[config.mk]
export PLATFORM = sky130hd
export DESIGN_NAME = mem_wb_stage
export DESIGN_NICKNAME = d
export VERILOG_FILES = /design/src/rtl/mem_wb_stage_pkg.sv /design/src/rtl/mem_wb_stage_load_align.sv /design/src/rtl/mem_wb_stage.sv
export SDC_FILE = /design/constraint.sdc
export NUM_CORES = 1
export LEC_CHECK = 0
export BUFFER_PORTS_ARGS = -buffer_cell sky130_fd_sc_hd__buf_2
export CAP_MARGIN = 15
export CORE_AREA = 3 3 245 247
export CTS_BUF_LIST = sky130_fd_sc_hd__clkbuf_4 sky130_fd_sc_hd__clkbuf_8
export CTS_CLUSTER_DIAMETER = 60
export DETAILED_ROUTE_END_ITERATION = 8
export DIE_AREA = 0 0 248 250
export SYNTH_ARGS = -nofsm -noshare
export SYNTH_HDL_FRONTEND = slang
export SYNTH_SLANG_ARGS = --single-unit
[constraint.sdc]
create_clock -name I_sys_clk -period 3.3 [get_ports I_sys_clk]
set_input_delay 0.33 -clock I_sys_clk [delete_from_list [all_inputs] [get_ports I_sys_clk]]
set_output_delay 0.33 -clock I_sys_clk [all_outputs]
set_load 0.005 [all_outputs]
[src/rtl/mem_wb_stage_pkg.sv]
// Shared constants for the MEM/WB pipeline register: writeback source
// encodings, load byte-mask strobes and the default datapath width.
package mem_wb_stage_pkg;

  localparam int unsigned XLEN = 64;

  localparam logic [1:0] REGIN_ALU = 2'b00;
  localparam logic [1:0] REGIN_CSR = 2'b01;
  localparam int unsigned REGIN_MEM = 1;

  localparam logic [7:0] RSTRB_B = 8'h01;
  localparam logic [7:0] RSTRB_H = 8'h03;
  localparam logic [7:0] RSTRB_W = 8'h0F;
  localparam logic [7:0] RSTRB_D = 8'hFF;
  localparam int unsigned RSTRB_SEXT = 8;

endpackage

[src/rtl/mem_wb_stage_load_align.sv]
// Pure combinational load formatter: shift the doubleword down by the byte
// offset, keep the bytes named by the strobe and optionally sign-extend.
module mem_wb_stage_load_align #(
  parameter int unsigned XLEN = mem_wb_stage_pkg::XLEN
) (
  input  logic [XLEN-1:0] I_rdata,
  input  logic [2:0]      I_offset,
  input  logic [8:0]      I_rstrb,
  output logic [XLEN-1:0] O_data
);
  import mem_wb_stage_pkg::*;

  logic [XLEN-1:0] sh;
  logic            sext;

  assign sh   = I_rdata >> {I_offset, 3'b000};
  assign sext = I_rstrb[RSTRB_SEXT];

  // Unrecognised masks fall through to the full doubleword.
  always_comb begin
    O_data = sh;
    case (I_rstrb[7:0])
      RSTRB_B: O_data = {{(XLEN-8){sext & sh[7]}},   sh[7:0]};
      RSTRB_H: O_data = {{(XLEN-16){sext & sh[15]}}, sh[15:0]};
      RSTRB_W: O_data = {{(XLEN-32){sext & sh[31]}}, sh[31:0]};
      default: O_data = sh;
    endcase
  end

endmodule

[src/rtl/mem_wb_stage.sv]
// MEM/WB pipeline register: valid/allowin handshake, writeback source select,
// gated GPR/CSR commit, forwarding qualifier and retired-instruction counter.
// Optional commit trace ports are enabled by YSYX_040750_COMMIT_TRACE_EN.
module mem_wb_stage #(
  parameter int unsigned XLEN = mem_wb_stage_pkg::XLEN,
  parameter int unsigned PC_W = 32
) (
  input  logic            I_sys_clk,
  input  logic            I_rst,
  input  logic            I_MEM_WB_valid,
  output logic            O_MEM_WB_allowin,
  input  logic            I_MEM_WB_allowout,
  output logic            O_MEM_WB_valid,
  input  logic [8:0]      I_rstrb,
  input  logic [XLEN-1:0] I_alu_out,
  input  logic [XLEN-1:0] I_mem_rdata,
  input  logic [1:0]      I_regin_sel,
  input  logic [PC_W-1:0] I_pc,
  input  logic            I_reg_wen,
  input  logic [4:0]      I_rd_addr,
  input  logic [11:0]     I_csr_addr,
  input  logic            I_csr_wen,
  input  logic            I_csr_intr,
  input  logic [63:0]     I_csr_intr_no,
  input  logic            I_csr_mret,
  input  logic [63:0]     I_csr,
  input  logic            I_fencei,
  output logic            O_reg_wen,
  output logic [4:0]      O_rd_addr,
  output logic [XLEN-1:0] O_wb_data,
  output logic            O_fwd_valid,
  output logic [11:0]     O_csr_addr,
  output logic            O_csr_wen,
  output logic            O_csr_intr,
  output logic [63:0]     O_csr_intr_no,
  output logic            O_csr_mret,
  output logic [63:0]     O_csr,
  output logic            O_fencei,
  output logic [PC_W-1:0] O_pc,
  output logic [63:0]     O_instret
`ifdef YSYX_040750_COMMIT_TRACE_EN
  ,
  output logic [PC_W-1:0] O_commit_pc,
  output logic            O_commit_pulse,
  output logic [XLEN-1:0] O_commit_wdata
`endif
);
  import mem_wb_stage_pkg::*;

  logic            valid_q;
  logic            accept;
  logic            retire;
  logic            rd_nz;
  logic [XLEN-1:0] load_data;
  logic [XLEN-1:0] wb_next;

  logic [XLEN-1:0] wb_data_q;
  logic [PC_W-1:0] pc_q;
  logic            reg_wen_q;
  logic [4:0]      rd_q;
  logic [11:0]     csr_addr_q;
  logic            csr_wen_q;
  logic            csr_intr_q;
  logic [63:0]     csr_intr_no_q;
  logic            csr_mret_q;
  logic [63:0]     csr_q;
  logic            fencei_q;
  logic [63:0]     instret_q;

  assign O_MEM_WB_allowin = !valid_q || I_MEM_WB_allowout;
  assign accept           = I_MEM_WB_valid && O_MEM_WB_allowin;
  assign retire           = valid_q && I_MEM_WB_allowout;

  mem_wb_stage_load_align #(
    .XLEN(XLEN)
  ) u_load_align (
    .I_rdata (I_mem_rdata),
    .I_offset(I_alu_out[2:0]),
    .I_rstrb (I_rstrb),
    .O_data  (load_data)
  );

  always_comb begin
    wb_next = I_alu_out;
    if (I_regin_sel[REGIN_MEM])
      wb_next = load_data;
    else if (I_regin_sel == REGIN_CSR)
      wb_next = XLEN'(I_csr);
  end

  always_ff @(posedge I_sys_clk) begin
    if (I_rst)
      valid_q <= 1'b0;
    else if (O_MEM_WB_allowin)
      valid_q <= I_MEM_WB_valid;
  end

  always_ff @(posedge I_sys_clk) begin
    if (I_rst) begin
      wb_data_q     <= '0;
      pc_q          <= '0;
      reg_wen_q     <= 1'b0;
      rd_q          <= '0;
      csr_addr_q    <= '0;
      csr_wen_q     <= 1'b0;
      csr_intr_q    <= 1'b0;
      csr_intr_no_q <= '0;
      csr_mret_q    <= 1'b0;
      csr_q         <= '0;
      fencei_q      <= 1'b0;
    end else if (accept) begin
      wb_data_q     <= wb_next;
      pc_q          <= I_pc;
      reg_wen_q     <= I_reg_wen;
      rd_q          <= I_rd_addr;
      csr_addr_q    <= I_csr_addr;
      csr_wen_q     <= I_csr_wen;
      csr_intr_q    <= I_csr_intr;
      csr_intr_no_q <= I_csr_intr_no;
      csr_mret_q    <= I_csr_mret;
      csr_q         <= I_csr;
      fencei_q      <= I_fencei;
    end
  end

  always_ff @(posedge I_sys_clk) begin
    if (I_rst)
      instret_q <= '0;
    else if (retire)
      instret_q <= instret_q + 64'd1;
  end

  assign rd_nz          = (rd_q != 5'd0);
  assign O_MEM_WB_valid = valid_q;
  assign O_fwd_valid    = valid_q & reg_wen_q & rd_nz;
  assign O_reg_wen      = O_fwd_valid & I_MEM_WB_allowout;
  assign O_rd_addr      = rd_q;
  assign O_wb_data      = wb_data_q;
  assign O_pc           = pc_q;
  assign O_csr_addr     = csr_addr_q;
  assign O_csr_wen      = csr_wen_q & retire;
  assign O_csr_intr     = csr_intr_q & retire;
  assign O_csr_intr_no  = csr_intr_no_q;
  assign O_csr_mret     = csr_mret_q & retire;
  assign O_csr          = csr_q;
  assign O_fencei       = fencei_q & retire;
  assign O_instret      = instret_q;

`ifdef YSYX_040750_COMMIT_TRACE_EN
  assign O_commit_pc    = pc_q;
  assign O_commit_pulse = retire;
  assign O_commit_wdata = wb_data_q;
`endif

endmodule
**After elaboration in Yosys (flattened, before gate mapping)**

Index checks and enable logic that the tools add are counted.

- Input port bits: 325
- Word-level logic and storage cells: 37
- Output and inout bits: 313
- Register bits: 311

- Shifts and indexed selects: 1
- Mux-type cells: 3
- Equal/unequal tests: 4
- $add $sub $neg: 1
- Reduce and logical (&&, ||, !) cells: 5
- Bitwise logic cells: 10

Operators by type and width:

| cell | count |
|---|---|
| $pmux 64 s3 | 1 |
| $mux 64 | 2 |
| $add 64x1->64 const B | 1 |
| $shr 64x6->64 | 1 |
| $and 1x1->1 | 10 |
| $eq 8x1->1 const B | 1 |
| $eq 8x2->1 const B | 1 |
| $eq 8x4->1 const B | 1 |
| $reduce_bool 5->1 | 1 |
| $eq 2x1->1 const B | 1 |
| $logic_and 1x1->1 | 2 |
| $logic_not 1->1 | 1 |
| $logic_or 1x1->1 | 1 |

**Depth between registers and ports, before layout**

Gate-level depths: netlist (run 1).

- Word-level depth: 4
- Gate-level depth with buffers: 9
- Depth with buffers taken out: 6

**Hierarchy**

Synthesis (run 1) repeated with hierarchy kept, for this count alone.

- Cell total of the unflattened synthesis: 1998
- Area, all modules: 14831.7 um^2

By module, submodules not included:

| module | area each (um^2) | cells each | sequential area each (um^2) | times used |
|---|---|---|---|---|
| mem_wb_stage | 12786.0 | 1661 | 6226.0 | 1 |
| mem_wb_stage_load_align | 2045.7 | 337 | 0.0 | 1 |

**Worst setup path before layout (run 1)**

Ideal clock, no wire load.

- Path type: register to register
- From: register instret_q[12], in the netlist O_instret[12]
- To: register instret_q[59], in the netlist O_instret[59]
- Arrival time: 2.397 ns
- Data required time: 3.177 ns
- Stages on the path, launching flop included: 8
- Clock period less this slack: 2.521 ns
- Buffers on the path: 2
- Path slack: 0.779 ns
- Setup time: 0.123 ns
- Cells stage by stage: dfxtp_1 nand4_2 or4_1 buf_2 or4_4 buf_6 nor4_4 mux2_1

- Cells in the longest elaborated chain, start to end: 1

Ends and longest elaborated chain:

| item | RTL line | text |
|---|---|---|
| start, declared | mem_wb_stage.sv:68 | `logic [63:0] instret_q;` |
| start signal, assigned | mem_wb_stage.sv:130 | `instret_q <= instret_q + 64'd1;` |
| $add 64x1->64 | mem_wb_stage.sv:130 |  |

No other way between the ends.
A chain may end at the register's enable or synchronous reset.

**Worst setup path after layout (run 1)**

- From: register instret_q[13], in the netlist O_instret[13]
- To: register instret_q[61], in the netlist O_instret[61]

Same word-level chain as after synthesis.

==> results.cfg, run 1 <==
[placement]
port-buffer-count = 637
gp_congestion = 0.916
hpwlAfterDp_um = 52200
place.detailed.instances = 3102

[sta]
hold_violation_total_from_the_final_report = 0
fmaxAchievable_mhz = 353
period_utilization_pct = 85.8
drv_slew = 0
report.final.setup_viol = 0
clock-skew-final_ns = 0.0150
final.min_clock_period_ns = 2.83
slew_headroom_pct = 23.8
setup-tns-final_ns = 0
worst_pin_slew_ns = 1.14
unrepaired_setup_endpoints_after_global_routing = no

[clock_network]
cts-buffers-inserted = 59
cts-hold-fix-buffers = 189
cts_tree = built
htree_levels = 2
postCtsSetupBuffers = 0
buffers_from_clock_root_to_sink_at_most = 3
cts-root-buf = sky130_fd_sc_hd__clkbuf_8
clkLatencyLatePin_ns = 0.64
worst_setup_hold_path_clk_slew_ns = 0.06
clock-sinks = 311
post_cts_resize_count = 0

[floorplan]
die_h_um = 250
core_area_um2 = 57800
die-area_um2 = 62000
io_pins = 638
core.rowCount = 88
die-width_um = 248
initial_standard_cell_utilization_of_the_core_pct = 26.0

[cells_and_area]
final-instance-count-excl-fill = 3415
finalNetCount = 2913
filler_cell_count = 5978
fin_util_pct = 38.7
drive_above_1_share_pct = 33.8
area.growth.synth_to_final_pct = 48.8

[yosys]
synth_cell_type_count = 62
yosys_warnings = 0
cell_count_after_synthesis = 1807
synth_edf_count = 0
synth-async-reset-ratio_pct = 0
synth.yosys.seq_area_share_pct = 41.5
synth_flop_cell = sky130_fd_sc_hd__dfxtp_1
synth_nets = 2133
postSynthAreaPerCell_um2 = 8.31
syn_area_um2 = 15000
post_synthesis_register_bit_count = 311

[critical_path]
timing.critical_path.to_type = register
timing.critical_path.cells = nand4_2 > or4_1 > or4_4 > nor4_1 > mux2_1
path_class = reg -> reg
critical_path_buf_inv_count = 0
startpoint_type = register
master_of_the_slowest_instance_on_the_critical_path = sky130_fd_sc_hd__or4_1
cp_top_family = simple AND/OR/NAND/NOR gates
critical_path_arrival_ns = 3.34
cp_max_fanout = 11
critical_path_required_ns = 3.81
critPathMaxStageDelay_ns = 0.70

[global_route]
initial_antenna_violation_count = 15
grt_use_total_pct = 21.7
first_global_vias = 16400
maximum_number_of_pins_on_one_net_before_global_route_repair = 152
grt_first_pass_wirelength_um = 102000
grt.overflow.total = 0

[run]
cap_viol_max_count = 0

[route]
number_of_drc_markers_after_the_initial_detailed_route_iteration = 1289
drt-total-wl_um = 70800
drcViolationCount = 0
drt.antenna.violating_nets = 0
post_drt_wl_per_cell_um = 20.7
dr_total_vias = 16900
drt_pre_antenna_iters = 7
vias_per_cell = 4.95

[worst_hold_path]
hold_class = in -> reg

[status]
status = finished, final reports clean

[power]
power.leakage_uw = 0.00974
power_density_nw_per_um2 = 453
worst_ir_drop_vdd_uv = 259
[state kept, by name (all words and copies together) (netlist names)]
| name | cells |
|---|---|
| O_csr_intr_no | 64 |
| csr_intr_q | 1 |
| reg_wen_q | 1 |
| O_rd_addr | 5 |
| csr_mret_q | 1 |
| O_MEM_WB_valid | 1 |
| csr_wen_q | 1 |
| O_instret | 64 |
| O_wb_data | 64 |
| O_csr | 64 |
| fencei_q | 1 |
| O_csr_addr | 12 |
| O_pc | 32 |
[worst min-delay path, stage by stage]
cell and delay (ns):
sky130_fd_sc_hd__buf_2 0.16, sky130_fd_sc_hd__o2111ai_1 0.09, sky130_fd_sc_hd__o211ai_1 0.08
[cells by family (layout without fill, tap and decap cells)]
family	after synthesis	count (layout)	synth area share, %
multiplexers	139	139	12.9
AO/OA/AOI/OAI	431	431	18.0
flip-flops	311	311	41.5
AND/OR/NAND/NOR	730	730	21.7
XOR/XNOR	27	27	1.57
adder cells (fa/ha/maj)	1	1	0.0833
other	0	12	0
buffers and inverters	168	999	4.31
[cells in the final DEF, fill, tap and decap left out, drive strengths merged, types with 23 or more instances in the layout]
cell type    netlist  routed
o211ai            33      33
nand4             24      24
dfxtp            311     311
mux2              53      53
o2111ai           23      23
mux4              38      38
nor2b             30      30
buf               22     674
o21ai             50      50
nor2              79      79
dlygate4sd3        0     189
nand2            463     463
inv               24      25
clkbuf           122      98
a21oi            214     214
mux2i             48      48
nand3             38      38
[cells in the mapped netlist, types with 8 or more instances]
cell                        count  area (µm²)
sky130_fd_sc_hd__mux2i_1       48         480
sky130_fd_sc_hd__and3_1         9        56.3
sky130_fd_sc_hd__dfxtp_1      311        6230
sky130_fd_sc_hd__a22oi_1       14         105
sky130_fd_sc_hd__o31ai_1       13        97.6
sky130_fd_sc_hd__o2111ai_1     23         201
sky130_fd_sc_hd__nand2_1      463        1740
sky130_fd_sc_hd__xnor2_1       10        87.6
sky130_fd_sc_hd__o21ai_0       50         250
sky130_fd_sc_hd__mux4_2        38         856
sky130_fd_sc_hd__a31oi_1       11        68.8
sky130_fd_sc_hd__buf_1         14        52.6
sky130_fd_sc_hd__inv_1         24        90.1
sky130_fd_sc_hd__mux2_2        50         563
sky130_fd_sc_hd__xor2_1        17         149
sky130_fd_sc_hd__nor4_1        15        93.8
sky130_fd_sc_hd__nor2_1        79         297
sky130_fd_sc_hd__nor3b_1        8        60.1
sky130_fd_sc_hd__clkbuf_1     122         458
sky130_fd_sc_hd__nand3_1       38         190
sky130_fd_sc_hd__nor2b_1       30         188
sky130_fd_sc_hd__nor3_1        10        50.1
sky130_fd_sc_hd__and4_1         9        78.8
sky130_fd_sc_hd__nand4_1       22         138
sky130_fd_sc_hd__o211ai_1      33         248
sky130_fd_sc_hd__o2111a_1       8        90.1
sky130_fd_sc_hd__a21oi_1      214        1070
sky130_fd_sc_hd__or4_1         15         113
sky130_fd_sc_hd__a211oi_1      17         128
[power breakdown]
group / leakage (µW) / internal [µW] / switching, µW / total [µW]
combinational: 0.00645 / 768 / 936 / 1700
clock: 0.000733 / 2570 / 1790 / 4360
sequential: 0.00255 / 3950 / 115 / 4070
[metal layers]
metal,wire [µm],track usage (%),vias to the layer above
li1,-,-,8031
met1,27700,26.1,7868
met2,32700,34.4,818
met3,7290,7.37,174
met4,3120,10.3,2
met5,7,0,-
[through the flow]
stage / setup WS (ns) / hold slack, ns / instance area (µm²) / total power (µW)
finish: 0.467 / 0.0885 / 22300 / 10100
global route: 0.287 / 0.0379 / 22300 / 10600
CTS: 0.499 / 0.0107 / 22300 / 10200
detailed placement: 0.393 / 0.443 / 19000 / 5660
global placement: 0.428 / 0.439 / 19000 / 5650
floorplan: 0.779 / 0.432 / 15000 / 4850
[final timing paths]
path	from	endpoint	slack, ns	cells past startpoint
max	O_instret[13]	O_instret[61]	0.47	5
min	I_mem_rdata[58]	O_wb_data[58]	0.09	3
max reg2reg	O_instret[13]	O_instret[61]	0.47	5
min reg2reg	fencei_q	fencei_q	0.45	2
[cell type report]
class                   count  area (µm²)  area share [%]
diodes                     12        30.0           0.134
well taps                 765         957            4.28
repair buffers            863        5450            24.4
clock buffers              98        1260            5.64
clock inverters            14         135           0.605
inverters                  24        90.1           0.403
flip-flops and latches    311        6230            27.9
multi-input cells        1328        8200            36.7
(Power assumes the default switching activity.)
==> run 2, diff against run 1 <==
--- a/config.mk
+++ b/config.mk
@@ -7,11 +7,11 @@
 export LEC_CHECK = 0
 export BUFFER_PORTS_ARGS = -buffer_cell sky130_fd_sc_hd__buf_2
 export CAP_MARGIN = 15
-export CORE_AREA = 3 3 245 247
+export CORE_AREA = 3 3 249 251
 export CTS_BUF_LIST = sky130_fd_sc_hd__clkbuf_4 sky130_fd_sc_hd__clkbuf_8
 export CTS_CLUSTER_DIAMETER = 60
 export DETAILED_ROUTE_END_ITERATION = 8
-export DIE_AREA = 0 0 248 250
+export DIE_AREA = 0 0 252 254
 export SYNTH_ARGS = -nofsm -noshare
 export SYNTH_HDL_FRONTEND = slang
 export SYNTH_SLANG_ARGS = --single-unit
==> results.cfg, run 2 (synthesis gave the netlist of run 1 again) <==
[status]
status = finished, final reports clean

[clock_network]
postCtsSetupBuffers = 0
worst_setup_hold_path_clk_slew_ns = 0.06
clock-sinks = 311
cts-root-buf = sky130_fd_sc_hd__clkbuf_8
cts-hold-fix-buffers = 182
post_cts_resize_count = 0
buffers_from_clock_root_to_sink_at_most = 3
clkLatencyLatePin_ns = 0.62
cts_tree = built
cts-buffers-inserted = 57
htree_levels = 2

[route]
vias_per_cell = 4.95
dr_total_vias = 16900
number_of_drc_markers_after_the_initial_detailed_route_iteration = 1540
drt-total-wl_um = 70600
post_drt_wl_per_cell_um = 20.7
drcViolationCount = 0
drt.antenna.violating_nets = 0
drt_pre_antenna_iters = 6

[placement]
gp_congestion = 0.897
port-buffer-count = 637
place_worst_setup_slack_ns = 0.566
placed_cell_area_um2 = 19100
hpwlAfterDp_um = 52700
place.detailed.instances = 3120

[power]
p_sw_uw = 2730
power_report.internal_total_uw = 6790
worst_ir_drop_vdd_uv = 240
share_of_total_power_in_combinational_logic_pct = 18.0
power_switching_share_pct = 28.7
p_seq_share_pct = 42.7
clock_power_share_pct = 39.3
power_density_nw_per_um2 = 431
power.leakage_uw = 0.00960

[sta]
clock-skew-final_ns = 0.0170
unrepaired_setup_endpoints_after_global_routing = no
drv_slew = 0
postLayoutSetupSlackWorst_ns = 0.519
final.min_clock_period_ns = 2.78
slew_headroom_pct = 38.8
hold_violation_total_from_the_final_report = 0
worst_pin_slew_ns = 0.910
period_utilization_pct = 84.3
report.final.setup_viol = 0
setup-tns-final_ns = 0
fmaxAchievable_mhz = 360

[cells_and_area]
drive_above_1_share_pct = 33.5
most-common-layout-cells = 635 x sky130_fd_sc_hd__buf_2, 462 x sky130_fd_sc_hd__nand2_1, 311 x sky130_fd_sc_hd__dfxtp_1, 214 x sky130_fd_sc_hd__a21oi_1, 182 x sky130_fd_sc_hd__dlygate4sd3_1
area.growth.synth_to_final_pct = 47.0
final-instance-count-excl-fill = 3412
finalNetCount = 2906
mostFrequentLayoutCell = sky130_fd_sc_hd__buf_2
final_cell_area_um2 = 22100

[global_route]
grt_first_pass_wirelength_um = 102000
maximum_number_of_pins_on_one_net_before_global_route_repair = 155
grt_use_total_pct = 20.8
grt.overflow.total = 0
initial_antenna_violation_count = 16
first_global_vias = 16100

[critical_path]
critical_path_required_ns = 3.80
timing.critical_path.to_type = register
critical_path_arrival_ns = 3.28
path_class = reg -> reg
startpoint_type = register
cp_max_fanout = 11

[floorplan]
io_pins = 638
core.rowCount = 90
die-width_um = 252
core_area_um2 = 60100
die-area_um2 = 64000
initial_standard_cell_utilization_of_the_core_pct = 25.0
die_h_um = 254

[worst_hold_path]
hold_class = in -> reg

[run]
cap_viol_max_count = 0
[run 2: changes by cell type in the layout (fill, tap and decap cells not counted), moves of 2 or more]
cell / before / now
sky130_fd_sc_hd__clkinvlp_4: 3 / 1
sky130_fd_sc_hd__clkbuf_4: 14 / 23
sky130_fd_sc_hd__clkbuf_8: 84 / 66
sky130_fd_sc_hd__bufinv_16: 2 / 0
sky130_fd_sc_hd__dlygate4sd3_1: 189 / 182
[run 2: worst max-delay path, cell delays in order (launching register included)]
cell and delay (ns):
sky130_fd_sc_hd__dfxtp_1 0.47, sky130_fd_sc_hd__nand4_2 0.19, sky130_fd_sc_hd__or4_1 0.65, sky130_fd_sc_hd__or4_4 0.66
sky130_fd_sc_hd__nor4_1 0.33, sky130_fd_sc_hd__mux2_1 0.34
[run 2: through the flow]
step           util, %  total power, µW  hold WS [ns]
6_report          36.7             9520        0.0615
5_1_grt           36.7             9950        0.0347
4_1_cts           36.6             9620       0.00844
3_5_place_dp      31.7             5670         0.443
3_3_place_gp      31.7             5660         0.439
2_1_floorplan        -             4850         0.432
[run 2: metal layers]
metal	vias up	part of all wire [%]	GRT usage, %
met5	-	0.068	0
met4	6	4.0	9.01
met3	142	8.4	5.25
met2	805	47	34.1
met1	7930	40	25.9
li1	8010	-	-
[run 2: power groups by stage]
stage / Clock [µW] / Combinational (µW) / Sequential, µW
finish: 3740 / 1720 / 4060
detailed placement: 0 / 1530 / 4140
CTS: 3860 / 1710 / 4060
global route: 4020 / 1850 / 4080
floorplan: 0 / 709 / 4150
global placement: 0 / 1520 / 4130
[run 2: final timing paths]
kind	end	cells past startpoint	start	slack (ns)
max	O_instret[61]	5	O_instret[4]	0.52
min	O_csr[6]	3	I_csr[6]	0.06
max reg2reg	O_instret[61]	5	O_instret[4]	0.52
min reg2reg	O_csr[25]	2	O_csr[25]	0.45
[run 2: cell type report]
class                   count  area [µm²]
fillers                  6228       38100
multi-input cells        1328        8190
flip-flops and latches    311        6230
clock inverters             9        55.1
clock buffers              89        1080
diodes                     11        27.5
inverters                  24        90.1
repair buffers            858        5420
well taps                 782         978
